===== src/rtl/mem_access_sched.sv =====
// Round-robin scheduler sharing one memory port among num_req requesters.
// Grants one owner per bounded burst and forwards its words through a registered valid/ready stage.
module mem_access_sched #(
  parameter int num_req    = 8,
  parameter int data_width = 132,
  parameter int max_burst  = 4,
  localparam int ow        = $clog2(num_req)
) (
  input  logic                          clk,
  input  logic                          rst_n,
  input  logic [num_req-1:0]            req,
  input  logic [num_req-1:0]            last,
  input  logic [num_req*data_width-1:0] d_IN,
  output logic [num_req-1:0]            serv,
  output logic [data_width-1:0]         d_OUT,
  output logic                          out_valid,
  input  logic                          out_ready,
  output logic [ow-1:0]                 owner,
  output logic                          active
);

  localparam int bw = $clog2(max_burst + 1);

  typedef enum logic {IDLE, GRANT} state_t;

  state_t                state, state_nx;
  logic [ow-1:0]         rr_ptr, rr_nx, owner_nx, pick, owner_inc;
  logic [bw-1:0]         beat_cnt, beat_nx;
  logic [data_width-1:0] d_nx, word;
  logic                  valid_nx, can_load, accept, last_beat, found;

  function automatic logic [ow-1:0] wrap_idx(input logic [ow-1:0] base, input int k);
    int s;
    s = int'(base) + k;
    if (s >= num_req) s = s - num_req;
    return ow'(s);
  endfunction

  // Rotating priority search: first requester at or after rr_ptr, wrapping around.
  always_comb begin
    pick  = '0;
    found = 1'b0;
    for (int k = 0; k < num_req; k++) begin
      if (!found && req[wrap_idx(rr_ptr, k)]) begin
        found = 1'b1;
        pick  = wrap_idx(rr_ptr, k);
      end
    end
  end

  assign word      = d_IN[owner*data_width +: data_width];
  assign can_load  = !out_valid || out_ready;
  // Reset gates accept so no serv pulse escapes in the reset cycle.
  assign accept    = rst_n && (state == GRANT) && req[owner] && can_load;
  assign last_beat = (beat_cnt + bw'(1)) == bw'(max_burst);
  assign owner_inc = (owner == ow'(num_req - 1)) ? '0 : owner + ow'(1);
  assign active    = (state == GRANT);

  always_comb begin
    state_nx = state;
    rr_nx    = rr_ptr;
    owner_nx = owner;
    beat_nx  = beat_cnt;
    valid_nx = out_valid;
    d_nx     = d_OUT;
    serv     = '0;

    if (accept) begin
      serv[owner] = 1'b1;
      d_nx        = word;
      valid_nx    = 1'b1;
      beat_nx     = beat_cnt + bw'(1);
    end else if (out_ready) begin
      valid_nx = 1'b0;
    end

    case (state)
      IDLE: begin
        if (found) begin
          state_nx = GRANT;
          owner_nx = pick;
          beat_nx  = '0;
        end
      end
      GRANT: begin
        if (!req[owner] || (accept && (last[owner] || last_beat))) begin
          state_nx = IDLE;
          rr_nx    = owner_inc;
        end
      end
      default: state_nx = IDLE;
    endcase
  end

  always_ff @(posedge clk) begin
    if (!rst_n) begin
      state     <= IDLE;
      rr_ptr    <= '0;
      owner     <= '0;
      beat_cnt  <= '0;
      out_valid <= 1'b0;
      d_OUT     <= '0;
    end else begin
      state     <= state_nx;
      rr_ptr    <= rr_nx;
      owner     <= owner_nx;
      beat_cnt  <= beat_nx;
      out_valid <= valid_nx;
      d_OUT     <= d_nx;
    end
  end

endmodule

===== config.mk =====
export PLATFORM = sky130hd
export DESIGN_NAME = mem_access_sched
export DESIGN_NICKNAME = d
export VERILOG_FILES = /design/src/rtl/mem_access_sched.sv
export SDC_FILE = /design/constraint.sdc
export NUM_CORES = 1
export LEC_CHECK = 0
export CORE_AREA = 2 2 469 471
export CTS_CLUSTER_SIZE = 20
export DETAILED_ROUTE_END_ITERATION = 10
export DIE_AREA = 0 0 471 473
export PLACE_DENSITY = 0.3
export SKIP_CTS_REPAIR_TIMING = 1
export SYNTH_ARGS = -nofsm -noshare
export SYNTH_HDL_FRONTEND = slang
export SYNTH_SLANG_ARGS = --single-unit

===== constraint.sdc =====
create_clock -name clk -period 3.6 [get_ports clk]
set_input_delay 0.54 -clock clk [delete_from_list [all_inputs] [get_ports clk]]
set_output_delay 0.54 -clock clk [all_outputs]
set_load 0.01 [all_outputs]

# Yosys cells after proc, flatten, opt, wreduce, memory -nomap -nowiden
# Index checks and enable logic that the tools add are counted.
# classes
n_addsub	17
mul	1
div	0
order_cmp	18
eq_ne	2
n_shift	1
n_mux	56
bitwise	1
n_reduce_logical	27
# op_table
operator	count
$shiftx 1056x12->132	1
$mux 3	20
$lt 3x4->1 const B	9
$bmux 1 s3	10
$ge 4x4->1 const B	7
$sub 3x1->3 const B	8
$mux 1	23
$add 3x3->4 const B	4
$logic_and 1x1->1	12
$logic_not 1->1	9
$mul 3x6->9 const B	1
$add 3x2->4 const B	2
$mux 8	1
$add 3x1->3 const B	2
$eq 3x3->1 const B	2
$add 3x1->4 const B	1
$ge 3x4->1 const B	1
$reduce_and 2->1	2
$demux 1 s3	1
$ge 3x1->1 const B	1
$logic_or 1x1->1	3
$pmux 1 s2	1
$reduce_bool 2->1	1
$not 1->1	1
# totals
ff_bits	143
latch_bits	0
ramBits	0
romBits	0
input_bits	1075
output_inout_bits	145
word_cells	129
memories	0

# Longest topological paths before layout
# Gate-level depths: netlist (run 1).
# logic_depth
depth_word	28
ltp_mapped	13
mapped_depth_nobuf	9

# Least setup slack after synthesis (run 1)
# Ideal clock, no wire load.
# synth_path
kind	register to register
startpoint	register rr_ptr[0]
endpoint	register owner[2]
setup_time_ns	0.082
arrival_ns	2.902
t_required_ns	3.518
slack_ns	0.615
stages_incl_launch_ff	13
cell_sequence	dfxtp_1 buf_6 buf_4 inv_1 ha_1 buf_6 mux2_1 mux4_2 nor3_1 and3b_1 a21oi_2 nand2b_4 o221ai_1
# synth_via
elab_chain_cells	27
# synth_rtl
element	line_no	text
from (decl)	27	logic [ow-1:0] rr_ptr, rr_nx, owner_nx, pick, owner_inc;
from (signal assigned)	105	rr_ptr <= rr_nx;
parallel branches: the longest is 27 deep, another holds $add 3x1->4	-	
to (signal assigned)	106	owner <= owner_nx;
to (decl)	18	output logic [ow-1:0] owner,
# Parallel ways; which one is timed is not known. The select of a mux whose other input is x is not followed.
# A chain may end at the register's enable or synchronous reset.

# Worst setup path after layout (run 1)
# layout_path
startpoint	register owner[2]
endpoint	output port serv[6]
# layout_via
elab_chain_cells	5
# layout_rtl
element	line_no	text
$lt 3x4->1 (not written as such) (tied with other cells)	69	serv[owner] = 1'b1;
$logic_and 1x1->1 (not written as such) or $mux 1 (tied branches)	69, 54	
$mux 1 (not written as such) or $logic_and 1x1->1 (tied branches)	69, 54	
$demux 1 s3 or $logic_and 1x1->1 (tied branches)	69, 54	
$mux 8 *	68	if (accept) begin
to (decl)	14	output logic [num_req-1:0] serv,
# Mark *: on every way between the ends. The rest lies on a longest branch, timed or not. The select of a mux whose other input is x is not followed.

==> results.json, run 1 <==
{
  "gp_congestion": 0.8810,
  "clk_pin_slew_ns": 0.08,
  "yosys_warnings": 0,
  "syn-mean-instance-area_um2": 8.852,
  "finalSetupTns_ns": 0,
  "cts_root_buf": "clkbuf_16",
  "seq_area_frac_synth": 0.2532,
  "total_power_mw": 9.323,
  "crit_path_end_kind": "primary output",
  "synthTopCellsByArea": "dfxtp_1, a221oi_1, a22o_1",
  "grt_usage": 0.1732,
  "power.density_nw_per_um2": 325.4,
  "wirelength_mm": 200.7,
  "htree_levels": 4,
  "critPathMaxFanout": 18,
  "synth_area_um2": 11300,
  "slowest_delay_ns": 0.64,
  "firstDrtPassIters": 5,
  "worstSetupPathType": "flip-flop to primary output",
  "critPathRequiredTime_ns": 3.06,
  "synth_seq_cells": 143,
  "synth_top_flop_cell": "dfxtp_1",
  "synthMostInstantiatedCell": "a221oi_1",
  "synth_top_cell_area_share": 0.2532,
  "crit_family": "buffers and inverters",
  "antenna_found_initial": 212,
  "grt_pass1_vias": 19040,
  "syn_to_final_growth_pct": 153.4,
  "ys_types": 56,
  "path_cells": "buf_4 > and3b_4 > and2_1 > clkdlybuf4s50_1",
  "die_h_um": 473,
  "rsz0062_at_grt": "no",
  "grt_max_degree": 77,
  "drive_gt1_frac": 0.08663,
  "insertion_delay_ns": 0.56,
  "nFillCells": 24990,
  "start_util": 0.05180,
  "async_reset_ff_frac": 0,
  "min_period_over_period": 0.9493,
  "vias": 19270,
  "critPathArrivalTime_ns": 2.88,
  "cts_sinks": 143,
  "die_area_um2": 222800,
  "crit_path_start_kind": "flip-flop",
  "io_pins": 1220,
  "hold_violations": 0,
  "relSlewSlack": 0.2900,
  "cts_buffers": 17,
  "critPathBufInv": 2,
  "wl_per_cell_um": 37.01,
  "synth_commonest_cells": "a221oi_1, a22o_1, nor2_1",
  "tightest_slew_ns": 1.065,
  "report.final.slew_viol_count": 0,
  "setup_viol": 0,
  "rows": 172,
  "core_um2": 218200,
  "max_clock_freq_ghz": 0.2926,
  "finClkSkew_ns": 0.01475,
  "via_per_inst": 3.555,
  "yosysTopAreaCell": "dfxtp_1",
  "cts_tree": "built",
  "cap_viol_max_count": 0,
  "dieWidth_um": 471,
  "synth_edf_count": 0,
  "post-dp-hpwl_mm": 176.0,
  "period_needed_ns": 3.417,
  "syn-instance-count": 1277,
  "outcome": "finished, final reports clean",
  "remaining_drc_errors": 0,
  "hold_class": "flip-flop to flip-flop",
  "cts_buffer_depth": 2,
  "grt_first_pass_wirelength_mm": 243.7,
  "slowest_stage": "and3b_4",
  "syn_nets": 2358,
  "vdd_drop_max_mv": 0.4304,
  "portBuffers": 1219,
  "fin_nets": 3573,
  "drtIter0Drc": 1443,
  "p_leak_nw": 9.031,
  "grt_overflow": 0,
  "ant_nets": 0
}
## logic make-up after synthesis
kind of cell	Yosys count	synth area share
xor+xnor	5	0.003874
mux	40	0.05324
flops	143	0.2532
compound gates	709	0.5413
fa+ha+maj	6	0.006641
simple gates	194	0.07449
buf+inv	180	0.06718
## cell type report
class	count	area, µm²	share of cell area
clock inverters	15	165.2	0.005764
flip-flops and latches	143	2863	0.09992
repair buffers	1368	13710	0.4784
diodes	45	112.6	0.003930
inverters	8	37.54	0.001310
multi-input cells	954	7747	0.2704
well taps	2871	3592	0.1254
clock buffers	17	425.4	0.01485
## sequential cells by signal, indices dropped and copies added, names as in the netlist
signal / cells
active: 1
rr_ptr: 3
beat_cnt: 3
d_OUT: 132
out_valid: 1
owner: 3
## metal layers
| layer | vias to the layer above | share of wire | global-route usage |
|---|---|---|---|
| met4 | 116 | 0.014 | 0.02841 |
| met2 | 1288 | 0.46 | 0.2842 |
| li1 | 8091 | - | - |
| met5 | - | 0.0037 | 0 |
| met3 | 323 | 0.12 | 0.08364 |
| met1 | 9455 | 0.40 | 0.2059 |
## cell usage in the layout (no fill, tap or decap), types with 4 or more instances in the layout
cell type,count
o21ai_0,9
nor3_1,6
o22ai_1,4
a311oi_1,134
dfxtp_1,143
nand2b_1,7
xor2_1,4
nor2_1,145
a22o_1,264
ha_1,6
clkbuf_16,17
clkdlybuf4s50_1,1219
nor2_4,4
buf_4,118
buf_12,31
mux4_2,11
mux2_2,7
o211ai_1,5
a21oi_1,12
inv_8,4
inv_1,7
nand2_1,15
mux2i_1,17
inv_6,7
a221oi_1,265
diode_2,45
## worst paths after layout
kind                           from                endpoint  slack, ns  depth (start not counted)
min reg2reg  d_OUT[32]$_SDFFE_PN0P_  d_OUT[32]$_SDFFE_PN0P_       0.50                          2
max reg2reg  rr_ptr[0]$_SDFFE_PN0P_   owner[2]$_SDFFE_PN0P_       0.63                          9
max           owner[2]$_SDFFE_PN0P_                 serv[6]       0.18                          4
min          d_OUT[32]$_SDFFE_PN0P_  d_OUT[32]$_SDFFE_PN0P_       0.50                          2
## report_power, final
part	switching (mW)	total, mW	internal (mW)
Sequential	0.129	1.87	1.74
Combinational	2.79	5.32	2.53
Clock	1.14	2.13	0.988
Total	4.06	9.32	5.26
## worst register-to-register path, stage by stage (launching register included)
cell and delay, ns:
dfxtp_1 0.33, inv_1 0.11, ha_1 0.63, mux2_1 0.38, mux4_2 0.56, nor3_1 0.19, and3b_1 0.23, a21oi_2 0.11
nand2b_4 0.19, o221ai_1 0.17
## stage by stage
| stage | hold slack [ns] | instance area, µm² | setup WS [ns] | util | std cells |
|---|---|---|---|---|---|
| 2_1_floorplan | 0.4532 | 11300 | 0.6153 | - | 1277 |
| 3_3_place_gp | 0.4863 | 27950 | 0.3450 | 0.1281 | 5344 |
| 3_5_place_dp | 0.4931 | 27950 | 0.4005 | 0.1281 | 5344 |
| 4_1_cts | 0.5065 | 28540 | 0.05418 | 0.1308 | 5376 |
| 5_1_grt | 0.5266 | 28570 | 0.02159 | 0.1309 | 5387 |
| 6_report | 0.5012 | 28650 | 0.1827 | 0.1313 | 5421 |
Note: power is estimated with default switching activity, not from simulation.
==> inputs of run 2 (changes only) <==
Settings changed: CTS_BUF_LIST set to sky130_fd_sc_hd__clkbuf_8.
==> run 2 against run 1 <==
- sequential power about the same
- via count is 0.54% lower
- register-to-register slack worse by 0.04 ns
- maximum frequency rose by 1.3%
- flip-flop and latch count stayed put
- routed wire length about the same
- die area unchanged
==> results.json, run 2 (synthesis results as in run 1) <==
{
  "outcome": "finished, final reports clean",
  "p_clk_frac": 0.187,
  "netSwitchingPower_mw": 3.999,
  "critPathRequiredTime_ns": 3.06,
  "gp_congestion": 0.8810,
  "rows": 172,
  "crit_path_end_kind": "primary output",
  "layout_commonest_cell": "clkdlybuf4s50_1",
  "io_pins": 1220,
  "ant_nets": 0,
  "hold_class": "flip-flop to flip-flop",
  "rsz0062_at_grt": "no",
  "drive_gt1_frac": 0.08819,
  "crit_path_start_kind": "flip-flop",
  "firstDrtPassIters": 6,
  "intPower_mw": 4.858,
  "dp_cells": 5344,
  "syn_to_final_growth_pct": 152.0,
  "power.density_nw_per_um2": 310.9,
  "antenna_found_initial": 209,
  "die_area_um2": 222800,
  "cts_root_buf": "clkbuf_8",
  "grt_usage": 0.1731,
  "die_h_um": 473,
  "top_register": "d_OUT",
  "rrSetupSlack_ns": 0.59,
  "dieWidth_um": 471,
  "post-place-ws_ns": 0.4005,
  "critPathBufInv": 2,
  "worstSetupPathType": "flip-flop to primary output",
  "grt_overflow": 0,
  "cap_viol_max_count": 0,
  "insertion_delay_ns": 0.67,
  "critPathMaxFanout": 9,
  "largest_register_ff_count": 132,
  "post-dp-hpwl_mm": 176.0,
  "start_util": 0.05180,
  "core_um2": 218200,
  "portBuffers": 1219,
  "vdd_drop_max_mv": 0.3255,
  "grt_pass1_vias": 19020,
  "finClkSkew_ns": 0.01974,
  "drtIter0Drc": 1484,
  "fin_area_um2": 28490,
  "cts_sinks": 143,
  "p_leak_nw": 8.953,
  "cts_tree": "built",
  "cts_buffer_depth": 2,
  "layout_setup_ws_ns": 0.2251,
  "dpl_cell_area_um2": 27950,
  "cts_buffers": 17,
  "path_cells": "mux2i_1 > o32ai_2 > buf_4 > o2111a_4 > and2_1 > clkdlybuf4s50_1",
  "tightest_slew_ns": 1.065,
  "min_period_over_period": 0.9375,
  "slowest_delay_ns": 0.60,
  "critPathArrivalTime_ns": 2.83,
  "wirelength_mm": 200.5,
  "post-route-util": 0.1305,
  "hold_violations": 0,
  "grt_first_pass_wirelength_mm": 243.5,
  "sw_frac_of_total": 0.4515,
  "report.final.slew_viol_count": 0,
  "stdcell_count": 5426,
  "fin_nets": 3574,
  "remaining_drc_errors": 0,
  "relSlewSlack": 0.2899,
  "crit_family": "buffers and inverters",
  "grt_max_degree": 77,
  "final_cell_mix": "clkdlybuf4s50_1, a221oi_1, a22o_1",
  "total_power_mw": 8.858,
  "seqPwrFrac": 0.212,
  "combPwrFrac": 0.601,
  "via_per_inst": 3.533,
  "period_needed_ns": 3.375,
  "max_clock_freq_ghz": 0.2963,
  "setup_viol": 0,
  "clk_pin_slew_ns": 0.11,
  "htree_levels": 4,
  "vias": 19170,
  "wl_per_cell_um": 36.96,
  "slowest_stage": "dfxtp_1"
}
## run 2: cell count changes in the layout (fill, tap and decap cells not counted)
cell	before	now
clkbuf_8	0	17
diode_2	45	49
dfxtp_2	0	2
clkbuf_16	17	0
o32ai_2	0	1
buf_4	118	119
dfxtp_1	143	141
o32ai_1	1	0
## run 2: worst min-delay path: stages (launching register included)
cell and delay, ns:
dfxtp_1 0.33, nor2_1 0.09, a311oi_1 0.05
## run 2: cell type report
class                           instances  area (µm²)
Sequential cell                       143        2865
Clock inverter                         15       165.2
Multi-Input combinational cell        954        7755
Timing Repair Buffer                 1369       13720
Fill cell                           25010      189700
Antenna cell                           49       122.6
Inverter                                8       37.54
Clock buffer                           17       234.0
Tap cell                             2871        3592
## run 2: layer usage
layer	vias to the layer above	GRT usage	part of all wire
met5	-	0	0.0035
met4	108	0.02841	0.015
met3	321	0.08454	0.12
met2	1290	0.2842	0.46
met1	9357	0.2052	0.40
li1	8092	-	-
## run 2: per-stage QoR
stage / hold slack [ns] / setup TNS [ns]
3_5_place_dp: 0.4931 / 0
2_1_floorplan: 0.4532 / 0
4_1_cts: 0.5119 / -0.1396
3_3_place_gp: 0.4863 / 0
6_report: 0.5062 / 0
5_1_grt: 0.5315 / 0
## run 2: power groups by stage
stage	combinational (mW)	clock [mW]	sequential, mW
after floorplan	1.77	0	1.94
after global placement	5.43	0	1.91
after detailed placement	5.41	0	1.91
after CTS	5.44	1.83	1.88
after global routing	5.62	1.82	1.90
final	5.33	1.66	1.88
## run 2: path summary, 6_finish.rpt
kind,end,start,cells after the start
max,serv[0],owner[1]$_SDFFE_PN0P_,6
min,d_OUT[32]$_SDFFE_PN0P_,d_OUT[32]$_SDFFE_PN0P_,2
max reg2reg,owner[2]$_SDFFE_PN0P_,rr_ptr[0]$_SDFFE_PN0P_,9
min reg2reg,d_OUT[32]$_SDFFE_PN0P_,d_OUT[32]$_SDFFE_PN0P_,2
